==> config.mk <==
export PLATFORM = sky130hd
export DESIGN_NAME = rv32i_hazard_ctrl
export DESIGN_NICKNAME = d
export VERILOG_FILES = /design/src/rtl/rv32i_hazard_ctrl.sv
export SDC_FILE = /design/constraint.sdc
export NUM_CORES = 1
export LEC_CHECK = 0
export CAP_MARGIN = 15
export CORE_MARGIN = 2
export CORE_UTILIZATION = 50
export DETAILED_ROUTE_END_ITERATION = 12
export PLACE_DENSITY = 0.78
export SLEW_MARGIN = 40
export SYNTH_ARGS = -nofsm -noshare
export SYNTH_HDL_FRONTEND = slang
export SYNTH_SLANG_ARGS = --single-unit
==> constraint.sdc <==
create_clock -name clk_i -period 2.5 [get_ports clk_i]
set_clock_uncertainty 0.05 [all_clocks]
set_input_delay 0.5 -clock clk_i [delete_from_list [all_inputs] [get_ports clk_i]]
set_output_delay 0.5 -clock clk_i [all_outputs]
set_load 0.01 [all_outputs]
==> src/rtl/rv32i_hazard_ctrl.sv <==
// Pipeline sequencer for the 5-stage RV32i datapath: RAW stall, jump/branch redirect,
// in-flight destination scoreboard (E, M, W) and stall/flush performance counters.
module rv32i_hazard_ctrl #(
    parameter int unsigned CNT_W       = 32,
    parameter int unsigned STALL_ON_WB = 1
) (
    input  logic             clk_i,
    input  logic             reset_i,
    input  logic [4:0]       dec_rs1_add_i,
    input  logic [4:0]       dec_rs2_add_i,
    input  logic [4:0]       dec_rd_add_i,
    input  logic             dec_uses_rs1_i,
    input  logic             dec_uses_rs2_i,
    input  logic             dec_writes_rd_i,
    input  logic             dec_is_jal_i,
    input  logic             dec_is_jalr_i,
    input  logic             dec_is_branch_i,
    input  logic             exec_br_cond_i,
    output logic             stall_o,
    output logic             fetch_nop_o,
    output logic             dec_nop_o,
    output logic [2:0]       pc_next_sel_o,
    output logic [4:0]       wb_rd_add_o,
    output logic             wb_reg_we_o,
    output logic [CNT_W-1:0] stall_cnt_o,
    output logic [CNT_W-1:0] flush_cnt_o
);

    typedef enum logic [2:0] {
        SEL_PC_PLUS_4 = 3'd0,
        SEL_PC_BRANCH = 3'd1,
        SEL_PC_JAL    = 3'd2,
        SEL_PC_JALR   = 3'd3
    } pc_sel_e;

    localparam logic WB_CMP = (STALL_ON_WB != 0);

    logic             d_valid_q, d_valid_d;
    logic             e_v_q, e_v_d;
    logic [4:0]       e_rd_q, e_rd_d;
    logic             e_br_q, e_br_d;
    logic             m_v_q, m_v_d;
    logic [4:0]       m_rd_q, m_rd_d;
    logic             w_v_q, w_v_d;
    logic [4:0]       w_rd_q, w_rd_d;
    logic [CNT_W-1:0] stall_cnt_q, stall_cnt_d;
    logic [CNT_W-1:0] flush_cnt_q, flush_cnt_d;

    logic    rs1_hit, rs2_hit;
    logic    taken, raw, jump;
    logic    stall, fetch_nop, dec_nop;
    pc_sel_e pc_sel;

    assign rs1_hit = (e_v_q && (e_rd_q == dec_rs1_add_i))
                   || (m_v_q && (m_rd_q == dec_rs1_add_i))
                   || (WB_CMP && w_v_q && (w_rd_q == dec_rs1_add_i));
    assign rs2_hit = (e_v_q && (e_rd_q == dec_rs2_add_i))
                   || (m_v_q && (m_rd_q == dec_rs2_add_i))
                   || (WB_CMP && w_v_q && (w_rd_q == dec_rs2_add_i));

    assign taken = e_br_q && exec_br_cond_i;
    assign raw   = d_valid_q && ((dec_uses_rs1_i && rs1_hit) || (dec_uses_rs2_i && rs2_hit));
    assign jump  = d_valid_q && (dec_is_jal_i || dec_is_jalr_i);

    // A taken branch kills the D instruction, so its raw/jump terms are ignored.
    always_comb begin
        stall     = 1'b0;
        fetch_nop = 1'b0;
        dec_nop   = !d_valid_q;
        pc_sel    = SEL_PC_PLUS_4;
        if (taken) begin
            pc_sel    = SEL_PC_BRANCH;
            fetch_nop = 1'b1;
            dec_nop   = 1'b1;
        end else if (raw) begin
            stall     = 1'b1;
            dec_nop   = 1'b1;
        end else if (jump) begin
            pc_sel    = dec_is_jal_i ? SEL_PC_JAL : SEL_PC_JALR;
            fetch_nop = 1'b1;
            dec_nop   = 1'b0;
        end
    end

    always_comb begin
        w_v_d       = m_v_q;
        w_rd_d      = m_rd_q;
        m_v_d       = e_v_q;
        m_rd_d      = e_rd_q;
        e_v_d       = 1'b0;
        e_rd_d      = '0;
        e_br_d      = 1'b0;
        d_valid_d   = d_valid_q;
        stall_cnt_d = stall_cnt_q;
        flush_cnt_d = flush_cnt_q;

        if (!dec_nop) begin
            e_v_d  = dec_writes_rd_i && (dec_rd_add_i != 5'd0);
            e_rd_d = dec_rd_add_i;
            e_br_d = dec_is_branch_i;
        end
        if (!stall) begin
            d_valid_d = !fetch_nop;
        end
        if (stall) begin
            stall_cnt_d = stall_cnt_q + CNT_W'(1);
        end
        if (fetch_nop) begin
            flush_cnt_d = flush_cnt_q + CNT_W'(1);
        end
    end

    always_ff @(posedge clk_i) begin
        if (reset_i) begin
            d_valid_q   <= 1'b0;
            e_v_q       <= 1'b0;
            e_rd_q      <= '0;
            e_br_q      <= 1'b0;
            m_v_q       <= 1'b0;
            m_rd_q      <= '0;
            w_v_q       <= 1'b0;
            w_rd_q      <= '0;
            stall_cnt_q <= '0;
            flush_cnt_q <= '0;
        end else begin
            d_valid_q   <= d_valid_d;
            e_v_q       <= e_v_d;
            e_rd_q      <= e_rd_d;
            e_br_q      <= e_br_d;
            m_v_q       <= m_v_d;
            m_rd_q      <= m_rd_d;
            w_v_q       <= w_v_d;
            w_rd_q      <= w_rd_d;
            stall_cnt_q <= stall_cnt_d;
            flush_cnt_q <= flush_cnt_d;
        end
    end

    assign stall_o       = stall;
    assign fetch_nop_o   = fetch_nop;
    assign dec_nop_o     = dec_nop;
    assign pc_next_sel_o = pc_sel;
    assign wb_rd_add_o   = w_rd_q;
    assign wb_reg_we_o   = w_v_q;
    assign stall_cnt_o   = stall_cnt_q;
    assign flush_cnt_o   = flush_cnt_q;

endmodule

==> results.md <==
- Unique masters post-synth: 47
- PwrDens: 465 nW/um^2
- Leading area contributor after synthesis: dfxtp_1
- WL/cell: 15.3 um
- Via count of the routed design: 4008
- Initial DRC Count: 130
- Antenna Diode Count: 0
- Post-Route WL: 10800 um
- All-Layer GR Usage: 0.230
- I/O Buffers: 98
- Routability cong.: 0.837
- Clock-pin slew on the worst setup and hold paths: 0.08 ns
- Crit-path max FO: 3
- Slew Limit Fails: 0
- Unrepaired setup endpoints after global routing: yes
- CP arrival: 2.04 ns
- Cell Count, Final, Fillers Out: 709
- HP Class: reg -> reg
- Largest net degree at the start of global routing: 55
- Synthesized area: 4100 um^2
- Fin crit period: 2.59 ns
- Total number of yosys warnings: 0
- ANT nets after route: 0
- Hold buffer count at cts: 0
- Vias in the first global route: 3762
- Pre-antenna DRT Iters: 4
- Top_reg_cell synth: dfxtp_1
- Hpwl dp: 7330 um
- CTS H-tree depth: 3
- Post-synthesis sequential element count: 84
- Violated checks: setup timing
- Synth Area in Compound Gates: 0.135
- Sequential fraction of the synthesis area: 0.410
- Final worst-path cycle share: 1.03
- Clk_lat worst skew: 0.34 ns
- Synth area leaders: dfxtp_1 (41%), xnor2_1 (6.6%), a21oi_1 (5.4%)
- Max cap viols: 0
- Most frequent cell after synthesis: dfxtp_1
- Filler cells: 648
- Top cell type's share of synthesized area: 0.410
- DR vias/cell: 5.65
- Least-Margin Pin Slew: 0.751 ns
- Hold Vio Cnt, Final: 0
- Ratio of cells with drive above 1 in the final layout: 0.177
- Net count, final: 625
- Simple-gate area share of the yosys netlist: 0.302
- Req. time, crit path: 1.95 ns
- IO Count: 100
- LEAKAGE: 1.94 nW
- Die Footprint: 8940 um^2
- Largest family of logic cells by synthesized area: simple AND/OR/NAND/NOR gates
- Hold slack: 0.457 ns
- Setup crit start kind: primary input
- Grt ovf: 0
- Global-route wire length before repair: 16900 um
- Syn Inst Count: 481
- Clk sinks: 84
- WS Path Type: in -> out
- Setup violators final: 3
- Syn_nets: 507
- Core area: 8090 um^2
- Synth Area in XOR/XNOR: 0.0897
- Number of enable flip-flop cells after synthesis: 0
- Post-synthesis adder-cell area fraction: 0.00610
- Inst Count DP: 688
- Post-synthesis mux area share: 0.0186
- Drt drc: 0
- Async SR Flop Fraction: 0
- Die X-Extent: 94.6 um
- Status: finished with violations
- Peak supply drop: 0.278 mV
- Final worst slack: -0.0868 ns
- CTS tree: yes
- Initial antenna violation count: 0
- Starting Density: 0.507
- Avg Cell Area, Syn: 8.53 um^2
- Max_slew headroom: 0.499
- Bufs on Longest Clock Path: 2
- Clk root buf: clkbuf_8
- Die Y-Extent: 94.6 um
- Num rows: 33
- Fmax: 0.387 GHz
- Synth top cells by count: dfxtp_1 (84), a21oi_1 (44), nor2_1 (34)
- P&R area growth vs syn: 37.6%
- CP Capture Type: output pin
- Inserted Clock Buffers: 9
## cell type report
type | instances | area (um^2) | share of cell area
multi-input combinational | 362 | 2360 | 0.419
sequential | 84 | 1690 | 0.299
timing repair buffer | 130 | 1200 | 0.212
clock buffer | 12 | 145 | 0.0257
tap | 105 | 131 | 0.0233
clock inverter | 4 | 72.6 | 0.0129
inverter | 12 | 45.0 | 0.00798
## final timing paths
| kind | startpoint | endpoint | slack, ns | cells after the start |
|---|---|---|---|---|
| max | dec_rs1_add_i[4] | pc_next_sel_o[0] | -0.09 | 9 |
| min | flush_cnt_o[14] | flush_cnt_o[14] | 0.46 | 2 |
| max reg2reg | e_rd_q[0] | stall_cnt_o[6] | 0.02 | 10 |
| min reg2reg | flush_cnt_o[14] | flush_cnt_o[14] | 0.46 | 2 |
## worst max-delay path, cell delays in order
cell and delay, ns:
clkdlybuf4s15_1 0.25, xnor2_1 0.22, nand4_1 0.14, o22ai_2 0.20, and4bb_4 0.22, buf_6 0.12
a21boi_4 0.18, a21oi_1 0.05, buf_2 0.14
## cell families after synthesis
logic type                 after synthesis
muxes                                    7
AOI/OAI and AO/OA                       94
other                                    1
buffers and inverters                   36
and+or+nand+nor                        215
xor gates and xnor gates                42
DFF                                     84
adders and majority gates                2
## sequential cells by signal (all words and copies together), names as in the netlist
name and flops:
flush_cnt_o 32, e_br_q 1, wb_rd_add_o 5, wb_reg_we_o 1, m_rd_q 5, e_v_q 1
stall_cnt_o 32, m_v_q 1, e_rd_q 5, d_valid_q 1
## layout by cell type, fill, tap and decap left out, types with 11 or more instances in the layout
cell type / count
a21oi_1: 38
buf_4: 28
clkbuf_8: 11
clkdlybuf4s50_1: 80
dfxtp_1: 80
nand2_1: 23
nand3_1: 30
nand4_1: 22
nor2_1: 33
nor2b_1: 19
o21ai_0: 26
o31ai_1: 12
or3_1: 25
or4_1: 12
xnor2_1: 30
## power by group
part | leakage (nW) | internal [mW] | switching [mW]
clock network | 0.107 | 0.590 | 0.456
logic | 1.15 | 0.0992 | 0.111
registers | 0.680 | 1.35 | 0.0194
total | 1.94 | 2.04 | 0.587
## metrics by stage
stage	TNS, ns	util	area (um^2)	setup slack [ns]	total power [mW]
floorplan	0	-	4100	0.0118	1.50
global placement	-33.91	0.656	5310	-0.716	1.60
detailed placement	-40.58	0.656	5310	-0.791	1.60
CTS	-0.0420	0.682	5520	-0.0286	2.63
global route	-1.74	0.697	5640	-0.163	2.71
finish	-0.165	0.697	5640	-0.0868	2.63
## repair_timing
item	4_1_cts	5_1_grt
setup buffers	3	2
endpoints found under the setup margin	67	42
cloned	0	1
pin swaps	12	15
gates resized for setup	54	31
## routing by layer
metal / share of wire / vias up / global-route usage
met5: 0 / - / 0
met4: 0.0098 / 0 / 0.0688
met3: 0.049 / 12 / 0.0439
met2: 0.49 / 103 / 0.389
met1: 0.45 / 1932 / 0.300
li1: - / 1961 / -
Note: power is estimated with default switching activity, not from simulation.
